--- src/rtl/amp_sample_scaler_if.sv ---
// Sample-in / DAC-out bus for amp_sample_scaler.
// master drives samples and amplitude bounds; slave is the scaler.
interface amp_sample_scaler_if #(
    parameter int WIDTH = 12
);
    logic [WIDTH-1:0] SAMPLE;
    logic             SAMPLE_VALID;
    logic             SAMPLE_READY;
    logic [31:0]      MAX_AMP;
    logic [31:0]      MIN_AMP;
    logic [WIDTH-1:0] DAC_DATA;
    logic             DAC_VALID;

    modport master (
        output SAMPLE, SAMPLE_VALID, MAX_AMP, MIN_AMP,
        input  SAMPLE_READY, DAC_DATA, DAC_VALID
    );

    modport slave (
        input  SAMPLE, SAMPLE_VALID, MAX_AMP, MIN_AMP,
        output SAMPLE_READY, DAC_DATA, DAC_VALID
    );
endinterface

--- src/rtl/amp_sample_scaler.sv ---
// Maps a full-scale sample linearly into the window [MIN_AMP, MAX_AMP]
// using a serial shift-add multiplier: result = lo + ((hi-lo)*(sample+1) >> WIDTH).
// One sample accepted per WIDTH+3 cycles; DAC_VALID strobes once per result.
module amp_sample_scaler #(
    parameter int WIDTH = 12
) (
    input  logic               CLOCK,
    input  logic               RESET,
    amp_sample_scaler_if.slave bus
);

    localparam int          CNT_W      = $clog2(WIDTH + 1);
    localparam logic [31:0] FULL_SCALE = 32'((2 ** WIDTH) - 1);

    typedef enum logic [1:0] {
        IDLE,
        MUL,
        DONE
    } state_t;

    state_t             state_q;
    logic [WIDTH-1:0]   lo_q;
    logic [2*WIDTH:0]   mcand_q;
    logic [2*WIDTH:0]   acc_q;
    logic [WIDTH:0]     mplier_q;
    logic [CNT_W-1:0]   cnt_q;
    logic [WIDTH-1:0]   dac_data_q;
    logic               dac_valid_q;

    logic [WIDTH-1:0]   lo_d;
    logic [WIDTH-1:0]   hi_d;
    logic [WIDTH-1:0]   span_d;
    logic [2*WIDTH:0]   acc_d;
    logic [WIDTH-1:0]   result_d;
    logic               accept;

    assign bus.SAMPLE_READY = (state_q == IDLE) && !RESET;
    assign bus.DAC_DATA     = dac_data_q;
    assign bus.DAC_VALID    = dac_valid_q;
    assign accept           = bus.SAMPLE_VALID && bus.SAMPLE_READY;

    // Clamp the bounds to full scale and form the window span (0 if inverted).
    always_comb begin
        lo_d   = (bus.MIN_AMP > FULL_SCALE) ? FULL_SCALE[WIDTH-1:0] : bus.MIN_AMP[WIDTH-1:0];
        hi_d   = (bus.MAX_AMP > FULL_SCALE) ? FULL_SCALE[WIDTH-1:0] : bus.MAX_AMP[WIDTH-1:0];
        span_d = (hi_d >= lo_d) ? (hi_d - lo_d) : '0;
    end

    // One shift-add step and the final offset; the top product bits never exceed span,
    // so lo + product[2W:W] stays within full scale.
    always_comb begin
        acc_d    = mplier_q[0] ? (acc_q + mcand_q) : acc_q;
        result_d = WIDTH'({1'b0, lo_q} + acc_d[2*WIDTH:WIDTH]);
    end

    // Control FSM and datapath: latch operands on handshake, iterate, publish result.
    always_ff @(posedge CLOCK) begin
        if (RESET) begin
            state_q     <= IDLE;
            lo_q        <= '0;
            mcand_q     <= '0;
            acc_q       <= '0;
            mplier_q    <= '0;
            cnt_q       <= '0;
            dac_data_q  <= '0;
            dac_valid_q <= 1'b0;
        end else begin
            case (state_q)
                IDLE: begin
                    dac_valid_q <= 1'b0;
                    if (accept) begin
                        lo_q     <= lo_d;
                        mcand_q  <= {{(WIDTH + 1){1'b0}}, span_d};
                        mplier_q <= {1'b0, bus.SAMPLE} + (WIDTH + 1)'(1);
                        acc_q    <= '0;
                        cnt_q    <= '0;
                        state_q  <= MUL;
                    end
                end
                MUL: begin
                    acc_q    <= acc_d;
                    mcand_q  <= mcand_q << 1;
                    mplier_q <= mplier_q >> 1;
                    cnt_q    <= cnt_q + CNT_W'(1);
                    if (cnt_q == CNT_W'(WIDTH)) begin
                        dac_data_q  <= result_d;
                        dac_valid_q <= 1'b1;
                        state_q     <= DONE;
                    end
                end
                DONE: begin
                    dac_valid_q <= 1'b0;
                    state_q     <= IDLE;
                end
                default: begin
                    dac_valid_q <= 1'b0;
                    state_q     <= IDLE;
                end
            endcase
        end
    end

endmodule

--- src/flat_wrapper.sv ---
// flat-port wrapper written by rule: the top's interface ports become plain ports
module amp_sample_scaler_flat 
#(
    parameter int WIDTH = 12
)
  (CLOCK, RESET, bus_SAMPLE, bus_SAMPLE_VALID, bus_MAX_AMP, bus_MIN_AMP, bus_SAMPLE_READY, bus_DAC_DATA, bus_DAC_VALID);
  amp_sample_scaler_if #(.WIDTH(WIDTH)) bus_i ();
  input  logic CLOCK;
  input  logic RESET;
  input wire logic [$bits(bus_i.SAMPLE)-1:0] bus_SAMPLE;
  input wire logic [$bits(bus_i.SAMPLE_VALID)-1:0] bus_SAMPLE_VALID;
  input wire logic [$bits(bus_i.MAX_AMP)-1:0] bus_MAX_AMP;
  input wire logic [$bits(bus_i.MIN_AMP)-1:0] bus_MIN_AMP;
  output wire logic [$bits(bus_i.SAMPLE_READY)-1:0] bus_SAMPLE_READY;
  output wire logic [$bits(bus_i.DAC_DATA)-1:0] bus_DAC_DATA;
  output wire logic [$bits(bus_i.DAC_VALID)-1:0] bus_DAC_VALID;
  assign bus_i.SAMPLE = bus_SAMPLE;
  assign bus_i.SAMPLE_VALID = bus_SAMPLE_VALID;
  assign bus_i.MAX_AMP = bus_MAX_AMP;
  assign bus_i.MIN_AMP = bus_MIN_AMP;
  assign bus_SAMPLE_READY = bus_i.SAMPLE_READY;
  assign bus_DAC_DATA = bus_i.DAC_DATA;
  assign bus_DAC_VALID = bus_i.DAC_VALID;
  amp_sample_scaler #(.WIDTH(WIDTH)) u_core (.CLOCK(CLOCK), .RESET(RESET), .bus(bus_i));
endmodule
--- config.mk ---
export PLATFORM = sky130hd
export DESIGN_NAME = amp_sample_scaler_flat
export DESIGN_NICKNAME = d
export VERILOG_FILES = /design/src/rtl/amp_sample_scaler_if.sv /design/src/rtl/amp_sample_scaler.sv /design/src/flat_wrapper.sv
export SDC_FILE = /design/constraint.sdc
export NUM_CORES = 1
export LEC_CHECK = 0
export BUFFER_PORTS_ARGS = -buffer_cell sky130_fd_sc_hd__clkbuf_2
export CAP_MARGIN = 20
export CORE_ASPECT_RATIO = 1.25
export CORE_MARGIN = 2
export CORE_UTILIZATION = 42
export CTS_CLUSTER_DIAMETER = 200
export DETAILED_ROUTE_END_ITERATION = 7
export PLACE_DENSITY = 0.62
export SYNTH_ARGS = -nofsm -noshare
export SYNTH_HDL_FRONTEND = slang
export SYNTH_SLANG_ARGS = --single-unit
--- constraint.sdc ---
create_clock -name CLOCK -period 3.6 [get_ports CLOCK]
set_input_delay 0 -clock CLOCK [delete_from_list [all_inputs] [get_ports CLOCK]]
set_output_delay 0 -clock CLOCK [all_outputs]
set_load 0.01 [all_outputs]
==> results.toml, run 1 <==
[outcome]
run_status = "finished, violations left"
violations = "negative setup slack"

[setup_path]
critical_path.slowest_cell = "dfxtp_2"
critical_path.max_stage_delay_ns = 0.35
crit_path_start_kind = "flip-flop"
worstPathMaxFanout = 3
worstSetupStartpoint = "u_core.mcand_q[0]"
worstPathCellList = "ha_4, inv_2, fa_2, nand2b_4, a21o_1, a31oi_4, or2b_1, nand2_2, xor2_2, mux2_4, ha_4, inv_2, fa_2, nor2b_2, o21a_1, o21ai_2, a211oi_2, nor2b_1, xnor2_1, a22o_1"
end_kind = "flip-flop"
worstPathRequired_ns = 3.84
worstPathArrival_ns = 3.92
r2r-start = "u_core.mcand_q[0]"
critical_path_class = "flip-flop to flip-flop"

[yosys]
yosysMostFrequentCell = "dfxtp_1"
ys.flop_type = "dfxtp_1"
async_reset_ff_share_pct = 0
avgSynthCellArea_um2 = 8.08
ys_top_cells_by_count = "92 x dfxtp_1, 80 x nor2_1, 67 x nand2_1, 61 x a21oi_1, 49 x ha_1"
ys_types = 62
yosysSeqAreaShare_pct = 30.7
synth_top_cell_area_share_pct = 30.7
synth_seq_cells = 92
synthesis.instances = 741
syn-num-nets = 872
synth-edff-count = 0
ys_warn_count = 0
synth.area.top_cells = "dfxtp_1 31%, ha_1 10%, a21oi_1 5.1%"
syn_area_um2 = 5990
netlist.top_cell.by_area = "dfxtp_1"

[clock_network]
cts_buffers = 9
h-tree-depth = 3
clkLatencyLatePin_ns = 0.34
cts-root-buf = "clkbuf_16"
cts_max_path_buffers = 2
cts_sinks = 92
cts_tree = "yes"
clkTransAtPathRegs_ns = 0.07

[drt]
wl_per_cell_um = 16.2
drtIter0Drc = 401
dr.pass1.iters = 4
vias = 5950
postRouteWirelength_um = 17000
ant_nets = 0
avgViaCountPerCell = 5.68
remaining_drc_errors = 0

[die]
dieArea_um2 = 15200
start_util_pct = 43.2
die_height_um = 138
io_pins = 93
die_x_um = 111
rows = 48
coreArea_um2 = 13900

[timing]
fmax_mhz = 272
post-route-min-period_ns = 3.68
hold_slack_ns = 0.00716
clock_skew_ns = 0.00806
hold_viol = 0
setup_ws_ns = -0.0803
drv_slew = 0
rsz0062_at_grt = "true"
tightestPinTransition_ns = 0.846
min_period_over_period_pct = 102
slew_headroom_pct = 43.4
finalSetupViolCount = 6

[job]
max_cap_viol_count = 0

[power]
total_power_mw = 2.20
p_per_area_nw_per_um2 = 296
vdd_drop_max_mv = 0.204
p_leak_nw = 3.13

[hold_path]
worstHoldStart = "bus_SAMPLE[6]"
hp-class = "primary input to flip-flop"

[finish]
area_growth_pct = 23.8
drive_gt1_share_pct = 24.3
nets = 1000
nFillCells = 1285
num_antenna_cells = 0
fin_cells = 1048
post-route-util_pct = 53.5

[global_routing]
grt_pass1_wl_um = 27900
grt_usage_pct = 22.5
overflow = 0
antenna_found_initial = 0
grt_max_degree = 72
grt_pass1_vias = 5760

[placed_design]
dp_cells = 1024
port_buffers = 92
dp_hpwl_um = 12900
place_congestion = 0.887
routing by layer:
layer	up-vias	GRT usage, %	part of all wire [%]
met5	-	0	0
met4	0	8.68	2.6
met3	30	2.86	5.2
met2	160	41.7	50
met1	2774	26.5	42
li1	2986	-	-
power by group:
part           internal [mW]  switching (mW)
sequential              1.04          0.0252
clock                  0.486           0.409
combinational          0.103           0.130
total                   1.63           0.564
state kept, by name (all words and copies together) (netlist names):
register              count
u_core.acc_q             24
u_core.bus.DAC_DATA      12
u_core.bus.DAC_VALID      1
u_core.cnt_q              4
u_core.lo_q              12
u_core.mcand_q           24
u_core.mplier_q          13
u_core.state_q            2
cells by family (layout without fill, tap and decap cells):
group,after synthesis,in the layout,share of synthesized area (%)
muxes,11,11,2.01
adders and majority gates,52,52,11.2
buffers and inverters,49,181,3.22
and+or+nand+nor,269,269,21.5
xor gates and xnor gates,44,44,6.43
DFF,92,92,30.7
AOI/OAI and AO/OA,224,224,24.9
per-stage QoR:
stage          TNS (ns)  setup WS (ns)  instance area, um^2
2_1_floorplan         0         0.0192                 6040
3_3_place_gp     -0.567         -0.190                 6970
3_5_place_dp     -0.982         -0.269                 6970
4_1_cts          -0.399         -0.115                 7400
5_1_grt           -1.69         -0.298                 7420
6_report         -0.250        -0.0803                 7420
layout make-up:
type | instances | area, um^2 | area share [%]
repair buffers | 152 | 935 | 12.6
multi-input cells | 600 | 4090 | 55.1
clock buffers | 10 | 239 | 3.22
well taps | 175 | 219 | 2.95
inverters | 14 | 52.6 | 0.709
flip-flops and latches | 92 | 1840 | 24.9
clock inverters | 5 | 37.5 | 0.506
what timing repair did:
item | CTS | global route
setup buffers | 6 | 1
hold buffers | 5 | 0
pin swaps | 13 | 4
gates resized for setup | 19 | 8
hold endpoints to repair | 5 | 0
endpoints found under the setup margin | 7 | 9
path summary, 6_finish.rpt:
kind / end / slack, ns / cells after the start
setup / recovery: u_core.bus.DAC_DATA[10] / -0.08 / 20
hold / removal: u_core.mplier_q[6] / 0.007 / 3
setup reg to reg: u_core.bus.DAC_DATA[10] / -0.08 / 20
hold reg to reg: u_core.bus.DAC_DATA[5] / 0.45 / 2
critical path, delay by kind of cell, from the launching register on:
family	cells	cell delay [ns]
fa+ha+maj	4	0.95
simple gates	5	0.73
compound gates	6	1.02
xor+xnor	2	0.26
mux	1	0.18
flops	1	0.35
buf+inv	2	0.07
cells in the final DEF (no fill, tap or decap), types with 10 or more instances in the layout:
cell | Yosys | final
clkbuf_2 | 0 | 92
or3_1 | 14 | 14
o21ai_0 | 32 | 28
xor2_1 | 17 | 16
xnor2_1 | 27 | 27
dfxtp_1 | 92 | 90
a211oi_1 | 19 | 16
ha_1 | 49 | 47
nor3_1 | 13 | 12
nand2_1 | 67 | 66
nor4_1 | 10 | 10
a31oi_1 | 16 | 14
a22o_1 | 22 | 22
a22oi_1 | 10 | 10
nor2_1 | 80 | 80
nand3_1 | 34 | 34
a21o_1 | 16 | 16
a21oi_1 | 61 | 56
buf_4 | 1 | 52
inv_1 | 13 | 11
Power figures use the tool's default switching activity.
==> run 2: changes to the inputs <==
CORE_UTILIZATION = 55   (was 42)
CTS_CLUSTER_DIAMETER = 80   (was 200)
PLACE_DENSITY = 0.76   (was 0.62)
clock period = 4.7 ns   (was 3.6 ns; I/O delays follow)
==> run 2 against run 1 <==
Final cell count down 8.8%. Via count down 1.2%. Count of clock-buffer cells in the layout rose by 1. Clock skew increased by 0.0043 ns. The flow now finishes without violations. Die area fell by 23%. Register-to-register slack gained 0.53 ns.
==> results.toml, run 2 (synthesis gave the netlist of run 1 again) <==
[outcome]
run_status = "completed"

[drt]
remaining_drc_errors = 0
met3_length_um = 869
top_layer_used = "met4"
wl_met1_um = 6760
dr.pass1.iters = 8
vias = 5881
met2_length_um = 8410
avgViaCountPerCell = 6.15
drtIter0Drc = 343
ant_nets = 0
wl_per_cell_um = 17.3
postRouteWirelength_um = 16500

[timing]
tightestPinTransition_ns = 0.863
clock_skew_ns = 0.0123
setup_ws_ns = 0.448
min_period_over_period_pct = 90.5
fmax_mhz = 235
tns_ns = 0
hold_viol = 0
post-route-min-period_ns = 4.25
slew_headroom_pct = 42.5
drv_slew = 0
finalSetupViolCount = 0
rsz0062_at_grt = "false"
hold_slack_ns = 0.0208

[setup_path]
worstSetupEndpoint = "u_core.bus.DAC_DATA[10]"
rr_worst_depth = 20
critical_path_class = "flip-flop to flip-flop"
worstPathCellList = "ha_1, inv_1, fa_1, nand2b_1, a21o_1, a31oi_1, or2b_1, nand2_1, xor2_1, mux2_2, ha_1, inv_1, fa_1, nor2b_1, o21a_1, o21ai_0, a211oi_1, nor2b_1, xnor2_1, a22o_1"
worstSetupStartpoint = "u_core.mcand_q[0]"
crit_path_start_kind = "flip-flop"
critical_path.max_stage_delay_ns = 0.38
critical_path.slowest_cell = "fa_1"
end_kind = "flip-flop"
r2r-start = "u_core.mcand_q[0]"
worstPathMaxFanout = 4
rr_endpoint = "u_core.bus.DAC_DATA[10]"
worstPathRequired_ns = 4.94
reg2reg_slack_ns = 0.45
worstPathArrival_ns = 4.50

[clock_network]
clkTransAtPathRegs_ns = 0.07
cts_max_path_buffers = 2
h-tree-depth = 3
cts_buffers = 9
cts_sinks = 92
cts_tree = "yes"
clkLatencyLatePin_ns = 0.35
cts-root-buf = "clkbuf_16"
cts_resized = 0

[global_routing]
overflow = 0
grt_pass1_wl_um = 26900
grt_max_degree = 72
grt_usage_pct = 28.2
grt_pass1_vias = 5603
antenna_found_initial = 0

[hold_path]
hp-class = "primary input to flip-flop"

[finish]
seqCellArea_um2 = 1840
num_antenna_cells = 0
nFillCells = 943
area_growth_pct = 14.3
top_regs = "u_core.acc_q (24), u_core.mcand_q (24), u_core.mplier_q (13)"
final_cell_mix = "92 x clkbuf_2, 92 x dfxtp_1, 80 x nor2_1"
drive_gt1_share_pct = 16.5
nets = 950
post-route-util_pct = 64.5
multi_input_area_um2 = 3960

[die]
start_util_pct = 56.4
coreArea_um2 = 10600
rows = 42
io_pins = 93
die_height_um = 121
dieArea_um2 = 11700
die_x_um = 97.3

[power]
vdd_drop_max_mv = 0.152
p_leak_nw = 2.87
total_power_mw = 1.68
p_per_area_nw_per_um2 = 246

[job]
max_cap_viol_count = 0

[placed_design]
pre_cts_ws_ns = 0.522
dp_hpwl_um = 12400
port_buffers = 92
place_congestion = 0.932
run 2: cell count changes in the layout (fill, tap and decap cells not counted), moves of 3 or more:
cell and delta:
a211oi_1 +3, a211oi_2 -3, a21oi_1 +5, a21oi_2 -5
buf_4 -46, buf_6 -3, o21ai_0 +4
run 2: how the worst min path moves through the flow:
stage / start / to / slack (ns) / cells after the start
floorplan: bus_SAMPLE[9] / u_core.mplier_q[12] / 0.15 / 2
global placement: bus_SAMPLE[11] / u_core.mplier_q[12] / 0.29 / 3
detailed placement: bus_SAMPLE[11] / u_core.mplier_q[12] / 0.30 / 3
CTS: bus_SAMPLE[9] / u_core.mplier_q[9] / 0.006 / 3
global route: bus_SAMPLE[9] / u_core.mplier_q[9] / 0.03 / 3
finish: bus_SAMPLE[9] / u_core.mplier_q[9] / 0.02 / 3
run 2: worst max-delay path: cells and delay by family (launching register included):
kind	cells	cell delay, ns
muxes	1	0.19
buffers and inverters	2	0.13
AOI/OAI and AO/OA	6	1.20
adders and majority gates	4	1.17
xor gates and xnor gates	2	0.32
DFF	1	0.35
and+or+nand+nor	5	0.80
run 2: layout make-up:
class                   count  area share (%)
clock buffers              11            3.54
multi-input cells         600            57.8
repair buffers            102            7.96
well taps                 132            2.41
flip-flops and latches     92            26.9
clock inverters             5           0.658
inverters                  14           0.767
run 2: metal layers:
metal  global-route usage [%]  up-vias
li1                         -     2885
met3                     3.76       38
met5                        0        -
met2                     51.3      194
met1                     33.8     2764
met4                     11.0        0
run 2: through the flow:
step,std cells,instance area (um^2)
2_1_floorplan,741,5990
3_3_place_gp,936,6520
3_5_place_dp,936,6520
4_1_cts,956,6850
5_1_grt,956,6850
6_report,956,6850
run 2: power by group:
| part | leakage, nW | internal [mW] | switching [mW] | total, mW |
|---|---|---|---|---|
| sequential | 0.746 | 0.799 | 0.0177 | 0.816 |
| combinational | 1.98 | 0.0687 | 0.0981 | 0.167 |
| clock | 0.138 | 0.381 | 0.321 | 0.701 |
| total | 2.87 | 1.25 | 0.436 | 1.68 |
run 2: what timing repair did:
action / CTS / global route
endpoints found under the hold margin: 4 / 0
setup buffers: 0 / 0
hold buffers: 4 / 0
